File: src/rtl/mem_arbiter_if.sv
// mem_arbiter_if: request/ack ports of the fetch and MEM requesters plus the shared SRAM port.
interface mem_arbiter_if;
  logic        if_req;
  logic [15:0] if_addr;
  logic [15:0] if_data;
  logic        if_ack;
  logic        mem_req;
  logic        mem_we;
  logic [15:0] mem_addr;
  logic [15:0] mem_wdata;
  logic [15:0] mem_rdata;
  logic        mem_ack;
  logic [15:0] ram_addr;
  logic [15:0] ram_wdata;
  logic [15:0] ram_rdata;
  logic        ram_data_oe;
  logic        ram_oe;
  logic        ram_we;
  logic        stall_req;
  logic        busy;
  modport slave (
    input  if_req, if_addr, mem_req, mem_we, mem_addr, mem_wdata, ram_rdata,
    output if_data, if_ack, mem_rdata, mem_ack, ram_addr, ram_wdata, ram_data_oe,
           ram_oe, ram_we, stall_req, busy
  );
  modport master (
    output if_req, if_addr, mem_req, mem_we, mem_addr, mem_wdata, ram_rdata,
    input  if_data, if_ack, mem_rdata, mem_ack, ram_addr, ram_wdata, ram_data_oe,
           ram_oe, ram_we, stall_req, busy
  );
endinterface

File: src/rtl/mem_arbiter.sv
// mem_arbiter: arbitrates fetch and MEM-stage accesses onto one SRAM port with alternating priority.
module mem_arbiter #(
  parameter int WRITE_WAIT = 1
) (
  input logic          clk,
  input logic          rst,
  mem_arbiter_if.slave bus
);
  typedef enum logic [2:0] {IDLE, RD, WR_SETUP, WR_PULSE, DONE} state_t;
  localparam logic [2:0] LAST = 3'(WRITE_WAIT - 1);
  state_t      state, state_n;
  logic        last_mem, sel_mem, we_l, grant_mem, req;
  logic [2:0]  cnt;
  logic [15:0] addr_l, wdata_l, if_data_q, mem_rdata_q;
  always_comb begin
    req       = bus.if_req | bus.mem_req;
    grant_mem = bus.mem_req & (~bus.if_req | ~last_mem);
    state_n   = state;
    unique case (state)
      IDLE:     state_n = !req ? IDLE : (grant_mem & bus.mem_we) ? WR_SETUP : RD;
      RD:       state_n = DONE;
      WR_SETUP: state_n = WR_PULSE;
      WR_PULSE: state_n = (cnt == LAST) ? DONE : WR_PULSE;
      DONE:     state_n = IDLE;
      default:  state_n = IDLE;
    endcase
  end
  always_ff @(posedge clk) begin
    if (rst) begin
      state       <= IDLE;
      last_mem    <= 1'b0;
      sel_mem     <= 1'b0;
      we_l        <= 1'b0;
      cnt         <= 3'd0;
      addr_l      <= 16'h0000;
      wdata_l     <= 16'h0000;
      if_data_q   <= 16'h0000;
      mem_rdata_q <= 16'h0000;
    end else begin
      state <= state_n;
      cnt   <= (state == WR_PULSE) ? cnt + 3'd1 : 3'd0;
      if (state == IDLE && req) begin
        last_mem <= grant_mem;
        sel_mem  <= grant_mem;
        we_l     <= grant_mem & bus.mem_we;
        addr_l   <= grant_mem ? bus.mem_addr : bus.if_addr;
        wdata_l  <= bus.mem_wdata;
      end
      if (state == RD && !sel_mem) if_data_q <= bus.ram_rdata;
      if (state == RD && sel_mem) mem_rdata_q <= bus.ram_rdata;
    end
  end
  assign bus.ram_addr    = addr_l;
  assign bus.ram_wdata   = wdata_l;
  assign bus.ram_oe      = (state == RD);
  assign bus.ram_we      = (state == WR_PULSE);
  assign bus.ram_data_oe = (state == WR_SETUP) | (state == WR_PULSE) | (state == DONE && we_l);
  assign bus.if_ack      = (state == DONE) & ~sel_mem;
  assign bus.mem_ack     = (state == DONE) & sel_mem;
  assign bus.if_data     = if_data_q;
  assign bus.mem_rdata   = mem_rdata_q;
  assign bus.stall_req   = bus.if_req & ~bus.if_ack;
  assign bus.busy        = (state != IDLE);
endmodule

File: src/flat_wrapper.sv
// flat-port wrapper written by rule: the top's interface ports become plain ports
module mem_arbiter_flat 
#(
  parameter int WRITE_WAIT = 1
)
  (clk, rst, bus_if_req, bus_if_addr, bus_mem_req, bus_mem_we, bus_mem_addr, bus_mem_wdata, bus_ram_rdata, bus_if_data, bus_if_ack, bus_mem_rdata, bus_mem_ack, bus_ram_addr, bus_ram_wdata, bus_ram_data_oe, bus_ram_oe, bus_ram_we, bus_stall_req, bus_busy);
  mem_arbiter_if bus_i ();
  input logic clk;
  input logic rst;
  input wire logic [$bits(bus_i.if_req)-1:0] bus_if_req;
  input wire logic [$bits(bus_i.if_addr)-1:0] bus_if_addr;
  input wire logic [$bits(bus_i.mem_req)-1:0] bus_mem_req;
  input wire logic [$bits(bus_i.mem_we)-1:0] bus_mem_we;
  input wire logic [$bits(bus_i.mem_addr)-1:0] bus_mem_addr;
  input wire logic [$bits(bus_i.mem_wdata)-1:0] bus_mem_wdata;
  input wire logic [$bits(bus_i.ram_rdata)-1:0] bus_ram_rdata;
  output wire logic [$bits(bus_i.if_data)-1:0] bus_if_data;
  output wire logic [$bits(bus_i.if_ack)-1:0] bus_if_ack;
  output wire logic [$bits(bus_i.mem_rdata)-1:0] bus_mem_rdata;
  output wire logic [$bits(bus_i.mem_ack)-1:0] bus_mem_ack;
  output wire logic [$bits(bus_i.ram_addr)-1:0] bus_ram_addr;
  output wire logic [$bits(bus_i.ram_wdata)-1:0] bus_ram_wdata;
  output wire logic [$bits(bus_i.ram_data_oe)-1:0] bus_ram_data_oe;
  output wire logic [$bits(bus_i.ram_oe)-1:0] bus_ram_oe;
  output wire logic [$bits(bus_i.ram_we)-1:0] bus_ram_we;
  output wire logic [$bits(bus_i.stall_req)-1:0] bus_stall_req;
  output wire logic [$bits(bus_i.busy)-1:0] bus_busy;
  assign bus_i.if_req = bus_if_req;
  assign bus_i.if_addr = bus_if_addr;
  assign bus_i.mem_req = bus_mem_req;
  assign bus_i.mem_we = bus_mem_we;
  assign bus_i.mem_addr = bus_mem_addr;
  assign bus_i.mem_wdata = bus_mem_wdata;
  assign bus_i.ram_rdata = bus_ram_rdata;
  assign bus_if_data = bus_i.if_data;
  assign bus_if_ack = bus_i.if_ack;
  assign bus_mem_rdata = bus_i.mem_rdata;
  assign bus_mem_ack = bus_i.mem_ack;
  assign bus_ram_addr = bus_i.ram_addr;
  assign bus_ram_wdata = bus_i.ram_wdata;
  assign bus_ram_data_oe = bus_i.ram_data_oe;
  assign bus_ram_oe = bus_i.ram_oe;
  assign bus_ram_we = bus_i.ram_we;
  assign bus_stall_req = bus_i.stall_req;
  assign bus_busy = bus_i.busy;
  mem_arbiter #(.WRITE_WAIT(WRITE_WAIT)) u_core (.clk(clk), .rst(rst), .bus(bus_i));
endmodule
File: config.mk
export PLATFORM = sky130hd
export DESIGN_NAME = mem_arbiter_flat
export DESIGN_NICKNAME = d
export VERILOG_FILES = /design/src/rtl/mem_arbiter_if.sv /design/src/rtl/mem_arbiter.sv /design/src/flat_wrapper.sv
export SDC_FILE = /design/constraint.sdc
export NUM_CORES = 1
export LEC_CHECK = 0
export CORE_ASPECT_RATIO = 1.4
export CORE_UTILIZATION = 25
export DETAILED_ROUTE_END_ITERATION = 7
export GPL_TIMING_DRIVEN = 0
export SLEW_MARGIN = 20
export SYNTH_ARGS = -nofsm -noshare
export SYNTH_HDL_FRONTEND = slang
export SYNTH_SLANG_ARGS = --single-unit
File: constraint.sdc
create_clock -name clk -period 1.4 [get_ports clk]
set_input_delay 0.35 -clock clk [delete_from_list [all_inputs] [get_ports clk]]
set_output_delay 0.35 -clock clk [all_outputs]
set_load 0.05 [all_outputs]
---- After elaboration in Yosys (flattened, before gate mapping) ----
Index checks and enable logic that the tools add are counted.
cells by class
  reduce and logical (&&, ||, !) cells .... 9
  bitwise gates (word level) .............. 13
  equality and inequality tests ........... 4
  add/sub/neg operators ................... 1
  multiplexer cells ....................... 5
operators by type and width
  operator                                                               number
  16-bit two-way mux                                                     1
  3-bit case mux with 4 select lines                                     1
  3-bit by 2-bit equality test with 1-bit output, second input constant  2
  3-bit logical NOT                                                      2
  3-bit two-way mux                                                      2
  1-bit AND                                                              5
  1-bit logical AND                                                      4
  1-bit NOT                                                              4
  1-bit bitwise OR                                                       4
  3-bit by 1-bit adder with 3-bit output, second input constant          1
  3-bit by 1-bit equality test with 1-bit output, second input constant  1
  3-bit equality test, second input constant                             1
  3-bit nonzero test                                                     1
  2-bit two-way mux                                                      1
  2-bit OR reduction                                                     1
  1-bit logical NOT                                                      1
storage, ports and cells
  logic and storage cells ................. 40
  register bits after elaboration ......... 72
  output and inout bits ................... 71

---- Depth between registers and ports, before layout ----
Gate-level depths: netlist (run 1).
  depth in word-level cells ............... 7
  gate-level depth with buffers ........... 6
  mapped depth without buffers ............ 5

---- Worst setup path after synthesis (run 1) ----
OpenSTA, ideal clock, no wires.
  kind .................................... reg-to-output
  from .................................... register u_core.state[1]
  to ...................................... output port bus_ram_data_oe
  setup slack ............................. -561 ps
  arrival time ............................ 1,611 ps
  cell stages (with the launch flop) ...... 4
  buffers on the path ..................... 1
  required time ........................... 1,050 ps
  cells stage by stage .................... dfxtp_1 > buf_4 > inv_1 > o21ai_0
between the ends
  cells in the longest elaborated chain, start to end .. 3
  elaborated cells between the ends (all ways) .. 6
  those cells by class .................... eq/ne (3); bitwise (2); reduce/logical (1)
RTL lines
  element                                                                                line                source
  from (decl)                                                                            mem_arbiter.sv:11   state_t state, state_n;
  from (signal assigned)                                                                 mem_arbiter.sv:40   state <= state_n;
  3-bit by 2-bit equality test with 1-bit output or 3-bit equality test (tied branches)  mem_arbiter.sv:57   assign bus.ram_data_oe = (state == WR_SETUP) | (state == WR_PULSE) | (state == DONE && we_l);
  1-bit bitwise OR or 1-bit logical AND (tied branches)                                  mem_arbiter.sv:57
  1-bit bitwise OR (*)                                                                   mem_arbiter.sv:57
  to (decl)                                                                              flat_wrapper.sv:23  output wire logic [$bits(bus_i.ram_data_oe)-1:0] bus_ram_data_oe;
Every way passes the cells marked *; elsewhere a longest branch is shown, timed or not.

---- Worst setup path after layout (run 1) ----
  from .................................... register u_core.state[2]
  to ...................................... output port bus_busy
between the ends
  cells in the longest elaborated chain, start to end .. 1
RTL lines
  element             line                source
  3-bit nonzero test  mem_arbiter.sv:63   assign bus.busy = (state != IDLE);
  to (decl)           flat_wrapper.sv:27  output wire logic [$bits(bus_i.busy)-1:0] bus_busy;
No other way between the ends.

==> results.md, run 1 <==
* Outcome: finished with violations
* Failing checks: setup timing
* Setup violators final at 74
* CP arrival at 1.36 ns
* Seq/Total Area, Yosys at 48.65%
* Antenna diode instance count at 0
* Clock slew at reported path FFs at 0.06 ns
* Yosys reg bits at 72
* Combinational share of power at between 30% and 40%
* Clock Power Share at 30.5%
* Fillcell total at approximately 1100
* Post-DR vias/cell at 4.806
* Crit path max-delay cell type: dfxtp_2
* Cells after synthesis at roughly 360
* Final Hold Viols at 0
* Slew @ Worst Pin at around 0.6 ns
* Switching share of power at 36.47%
* RSZ-0062 raised after global routing: true
* Post-synthesis cell type count at 35
* CP Max Fanout at 5
* Vias post-DR at 3297
* Largest stage delay, worst path at around 0.33 ns
* HP Class: reg -> reg
* GR Util met1 at 17.08%
* Core Rows at between 40 and 50
* Met3 Use GR at 5.440%
* Die width at 94.01 microns
* Worst-Skew Late Latency at roughly 0.34 ns
* Final worst setup slack at -0.3058 ns
* Internal power at 4.800 mW
* Post-CTS Hold Fix Bufs at 0
* Core ar. at 0.01145 sq mm
* Synth warn at 0
* Slew Limit Fails at 0
* Area share of the largest cell type after synthesis at 48.65%
* Clk sink count at 72
* Average wire per standard cell at around 15 microns
* WP buf/inv at 4
* Fmax at between 500 and 600 MHz
* DP Cell Count at 644
* Layout Nets at 608
* CTS tree: built
* Slew headroom at 59.94%
* Die ar. at 0.01230 sq mm
* # DRC at 0
* Dpl ws at -1.459 ns
* Final design utilization at approximately 47%
* Reported max-cap violation count at 0
* Yosys top cell by area: dfxtp_1
* H-tree depth at 3
* DP Wirelength at 7294 microns
* Largest net degree at the start of global routing at 14
* Initial DRT Pass Iterations at 4
* Io pins at 140
* DRT iter0 DRCs at between 80 and 90
* CP top delay family: buffers and inverters
* Max VDD drop at 0.7016 mV
* Drt total wl at 10410 microns
* Critical Path End Type: output port
* Die Ht at 130.8 microns
* Part of the power in registers at 31.4%
* Switching power at 2.756 mW
* Overall Global Routing Usage at 16.80%
* GRT overflow at 0
* Post-layout minimum cycle time at between 1.5 and 2 ns
* PortBufs at 138
* Crit path cell chain: buf_6 -> nor3_4 -> inv_2 -> buf_8 -> buf_8
* Initial core utilization at 25.87%
* Layer with the highest usage: met2
* Vias in the first global route at approximately 3300
* Area delta synth->final at 81.71%
* Avg Cell Area, Syn at 8.185 sq um
* Fin Clk Skew at 0.008458 ns
* Routing usage on met2 at 31.39%
* CTS Buf Count at 9
* Static Leakage at 2.156 nW
* Antenna violations before repair at 0
* RD Place Congestion at 0.8073
* Root buffer cell: clkbuf_16
* Worst setup path class: reg -> out
* Worst path most repeated cell: buf_8
* Power Total at roughly 7.6 mW
* Data required, critical path at 1.05 ns
* Pwr/cell area at between 1000 and 1500 mW/mm^2
* Share of layout cells above drive strength 1 at approximately two fifths
* ANT nets after route at 0
* CP Launch Type: register
* Mapped cell area at 0.002963 sq mm
* First-pass GRT wire length at 15840 microns
* Final Instance Count excl. Fillers at 686
* Synth top area cells: dfxtp_1 (49%), a21oi_1 (11%), nand2_1 (8.4%)
* Bufs on Longest Clock Path at 2
* Syn_nets at 433
* Final period utilization at 121.8%
[routing by layer]
layer	wire length [microns]	share of wire, %
met5	0	0
met3	710	6.8
met2	5613	54
met1	3913	38
met4	170	1.6
[kinds of logic (layout without fill, tap and decap cells)]
group / count (synthesis) / in the layout / share of synthesized area [%]
buffers and inverters: 43 / 223 / 6.461
and+or+nand+nor: 153 / 153 / 27.53
AOI/OAI and AO/OA: 91 / 91 / 16.22
DFF: 72 / 72 / 48.65
xor gates and xnor gates: 1 / 1 / 0.2957
adders and majority gates: 2 / 2 / 0.8445
[cell type report]
type,instances,area [sq um],share of cell area (%)
multi-input cells,247,1737,32.26
flip-flops and latches,72,1445,26.84
repair buffers,165,1351,25.10
plain buffers,36,349.1,6.484
clock buffers,10,229.0,4.253
well taps,144,180.2,3.347
clock inverters,6,70.07,1.301
inverters,6,22.52,0.4183
[cells in the mapped netlist]
cell type	count
xnor2_1	1
a211oi_2	1
nand4bb_1	1
nor2_1	7
inv_1	5
nor4_1	16
nor4b_4	1
a211oi_1	2
nor4b_1	16
nand4_1	1
ha_1	2
o21ai_0	19
o21a_1	1
or2_2	1
buf_2	10
a21oi_1	66
and2_1	1
nand2_1	66
nor2b_1	1
dfxtp_1	72
clkbuf_1	22
nor4bb_1	1
nand2b_1	3
buf_6	1
a311o_1	1
and3b_1	1
nor3_1	17
a21bo_1	1
clkbuf_2	2
nor3_4	1
nor3b_1	1
nand3_1	17
inv_2	1
buf_4	2
or4b_1	1
[timing repair]
item / in CTS / in global routing
gates cloned: 4 / 0
gates resized for setup: 438 / 82
buffers inserted: 17 / 8
pin swaps: 14 / 27
endpoints found under the setup margin: 132 / 96
[metrics by stage]
stage	hold WS [ns]	TNS, ns	cell area [sq um]
2_1_floorplan	0.4173	-0.006698	3074
3_3_place_gp	0.4275	-37.06	4636
3_5_place_dp	0.4368	-39.63	4636
4_1_cts	0.4532	-8.820	5298
5_1_grt	0.4699	-12.70	5384
6_report	0.4478	-8.013	5384
[power groups by stage]
stage | sequential, mW | combinational (mW) | clock [mW]
2_1_floorplan | 3.05 | 0.855 | 0
5_1_grt | 2.40 | 3.03 | 2.46
3_3_place_gp | 2.41 | 2.33 | 0
4_1_cts | 2.37 | 2.72 | 2.36
6_report | 2.37 | 2.88 | 2.30
3_5_place_dp | 2.41 | 2.35 | 0
[flip-flops by register name (all words and copies together) (netlist names)]
name,count
u_core.sel_mem,1
u_core.cnt,3
u_core.state,3
u_core.bus.if_data,16
u_core.we_l,1
u_core.bus.ram_addr,16
u_core.bus.mem_rdata,16
u_core.bus.ram_wdata,16
[path summary, 6_finish.rpt]
path / start / endpoint / slack (ns) / cells after the start
worst max-delay path: u_core.state[2] / bus_busy / -0.31 / 5
worst min-delay path: u_core.cnt[0] / u_core.cnt[0] / 0.45 / 1
worst min register to register: u_core.cnt[0] / u_core.cnt[0] / 0.45 / 1
worst max register to register: u_core.state[2] / u_core.bus.ram_addr[13] / -0.20 / 7
[placed cells by master (no fill, tap or decap), types with 4 or more instances in the layout]
cell type	synthesis	routed
a21oi_1	66	59
a21oi_2	0	7
buf_2	10	66
buf_4	2	20
buf_6	1	14
buf_8	0	10
clkbuf_1	22	9
clkbuf_16	0	10
clkbuf_8	0	6
clkdlybuf4s50_1	0	65
dfxtp_1	72	69
nand2_1	66	66
nand3_1	17	8
nand3_2	0	9
nor2_1	7	4
nor3_1	17	7
nor3_2	0	9
nor4_1	16	15
nor4b_2	0	5
nor4b_4	1	11
o21ai_1	0	7
o21ai_2	0	11
Note: power is estimated with default switching activity, not from simulation.
==> run 2, diff against run 1 <==
--- a/config.mk
+++ b/config.mk
@@ -6,7 +6,9 @@
 export NUM_CORES = 1
 export LEC_CHECK = 0
 export CORE_ASPECT_RATIO = 1.4
+export CORE_MARGIN = 2
 export CORE_UTILIZATION = 25
+export CTS_CLUSTER_DIAMETER = 200
 export DETAILED_ROUTE_END_ITERATION = 7
 export GPL_TIMING_DRIVEN = 0
 export SLEW_MARGIN = 20
==> run 2 against run 1 <==
  * Combinational power rose by 14%
  * Wire length grew 9.3%
  * Cell count grew 1.7%
  * First-iteration DRC count shrank 18%
  * Die area up 3.7%
  * The flow still finishes with violations (setup timing)
  * Global-route usage rose by 0.47 points
  * Setup slack worse by 0.0044 ns
  * Clock power up 15%
  * Critical path type unchanged
  * Largest power group unchanged
  * Critical endpoint unchanged
  * Non-clock buffer count rose by 9
  * Via count grew 1.9%
  * Fmax down 0.26%
  * Clock-buffer cell count fell by 1
==> results.md, run 2 (synthesis results as in run 1) <==
* Final Hold Viols at 0
* Die width at 96.01 microns
* Dpl cell area at approximately 0.0046 sq mm
* Vias in the first global route at roughly 3500
* Worst setup path class: reg -> out
* Share of layout cells above drive strength 1 at 48.28%
* Outcome: finished with violations
* Final Cell Area at 0.005872 sq mm
* Final design utilization at 50.18%
* H-tree depth at 3
* Clk sink count at 72
* Crit path max-delay cell type: dfxtp_2
* Largest net degree at the start of global routing at 14
* Post-CTS Hold Fix Bufs at 0
* Register area at 0.001444 sq mm
* Io pins at 140
* CP Launch Type: register
* Slew Limit Fails at 0
* CTS tree: built
* Setup TNS at -9.371 ns
* Static Leakage at 2.327 nW
* CP arrival at roughly 1.4 ns
* Crit path cell chain: buf_6 -> nor3_4 -> inv_2 -> buf_8 -> buf_8
* Worst path most repeated cell: buf_8
* First-pass GRT wire length at ~17000 microns
* Average wire per standard cell at about 16 microns
* Setup violators final at slightly above 60
* Root buffer cell: clkbuf_16
* # DRC at 0
* CTS Buf Count at 9
* Max VDD drop at just under 0.8 mV
* Fmax at a little under 600 MHz
* Pwr/cell area at roughly 1400 mW/mm^2
* Overall Global Routing Usage at 17.28%
* PortBufs at around 140
* Bufs on Longest Clock Path at 2
* RSZ-0062 raised after global routing: true
* Final worst setup slack at -0.3103 ns
* GRT overflow at 0
* Post-layout minimum cycle time at roughly 1.7 ns
* Initial DRT Pass Iterations at 4
* Multi-input combinational cell area at 0.001973 sq mm
* Hold Crit Start: bus_mem_req
* Die ar. at 0.01275 sq mm
* Most frequent cells in the layout: dfxtp_1 (70), clkdlybuf4s50_1 (65), buf_2 (64)
* Largest stage delay, worst path at about 0.32 ns
* CP Launch Point: u_core.state[2]
* Reported max-cap violation count at 0
* HP Class: in -> reg
* Slew @ Worst Pin at 0.6957 ns
* Final Instance Count excl. Fillers at about 700
* CP Max Fanout at 7
* Initial core utilization at roughly a quarter
* Drt total wl at 11370 microns
* Slew headroom at 53.62%
* Worst-Skew Late Latency at 0.34 ns
* Die Ht at 132.8 microns
* Worst hold slack at 0.4273 ns
* Area delta synth->final at 98.18%
* DP Cell Count at 647
* Critical Path End Type: output port
* Antenna diode instance count at 0
* Layout Nets at 617
* Vias post-DR at 3360
* Data required, critical path at 1.05 ns
* Commonest non-fill, non-tap cell in the layout: dfxtp_1
* Final period utilization at 122.2%
* DRT iter0 DRCs at 69
* RR Startpoint: u_core.state[2]
* Core Rows at 47
* Failing checks: setup timing
* DP Wirelength at 7435 microns
* Post-DR vias/cell at 4.814
* Core ar. at 0.01170 sq mm
* Fillcell total at 1056
* Antenna violations before repair at 0
* Clock slew at reported path FFs at 0.06 ns
* RD Place Congestion at 0.7909
* ANT nets after route at 0
* Fin Clk Skew at between 0.009 and 0.01 ns
## run 2: worst max-delay path: cells and delay by family (launching register included)
kind / cells / cell delay, ns
buffers and inverters: 4 / 0.47
and+or+nand+nor: 1 / 0.24
DFF: 1 / 0.32
## run 2: layer usage
layer	global-route usage (%)	wire length, microns	up-vias
li1	-	-	1636
met1	17.64	4080	1585
met2	31.44	6151	124
met3	6.093	913	15
met4	6.190	225	0
met5	0	0	-
## run 2: per-stage QoR
stage	total power [mW]	worst slack [ns]
after floorplan	3.906	-0.0006698
after global placement	4.736	-1.464
after detailed placement	4.747	-1.489
after CTS	8.014	-0.3285
after global routing	8.625	-0.3619
final	8.301	-0.3103
## run 2: layout make-up
class / count / share of cell area (%)
timing repair buffer: 176 / 26.51
tap: 147 / 3.132
buffer: 34 / 5.902
inverter: 6 / 0.3836
clock buffer: 9 / 3.836
clock inverter: 7 / 2.046
multi-input combinational: 247 / 33.60
sequential: 72 / 24.59
## run 2: final timing paths
check	to	slack, ns	depth (start not counted)
worst min-delay path	u_core.sel_mem	0.43	3
worst min register to register	u_core.cnt[0]	0.44	1
worst max register to register	u_core.bus.ram_addr[11]	-0.28	8
worst max-delay path	bus_busy	-0.31	5
## run 2: power breakdown
| part | internal [mW] | switching [mW] |
|---|---|---|
| combinational | 1.39 | 1.90 |
| sequential | 2.26 | 0.119 |
| clock | 1.74 | 0.899 |
| total | 5.39 | 2.91 |
## run 2: repair_timing
action                                  in CTS  in global routing
gates cloned                                 7                  3
resized for setup                          469                129
setup buffers                               20                 10
endpoints found under the setup margin     132                100
pin swaps                                   37                 41
==> run 3, diff against run 2 <==
--- a/config.mk
+++ b/config.mk
@@ -8,6 +8,7 @@
 export CORE_ASPECT_RATIO = 1.4
 export CORE_MARGIN = 2
 export CORE_UTILIZATION = 25
+export CTS_BUF_LIST = sky130_fd_sc_hd__clkbuf_16
 export CTS_CLUSTER_DIAMETER = 200
 export DETAILED_ROUTE_END_ITERATION = 7
 export GPL_TIMING_DRIVEN = 0
==> results of run 3 <==
Final layout, timing and power as in run 2 (identical DEF).
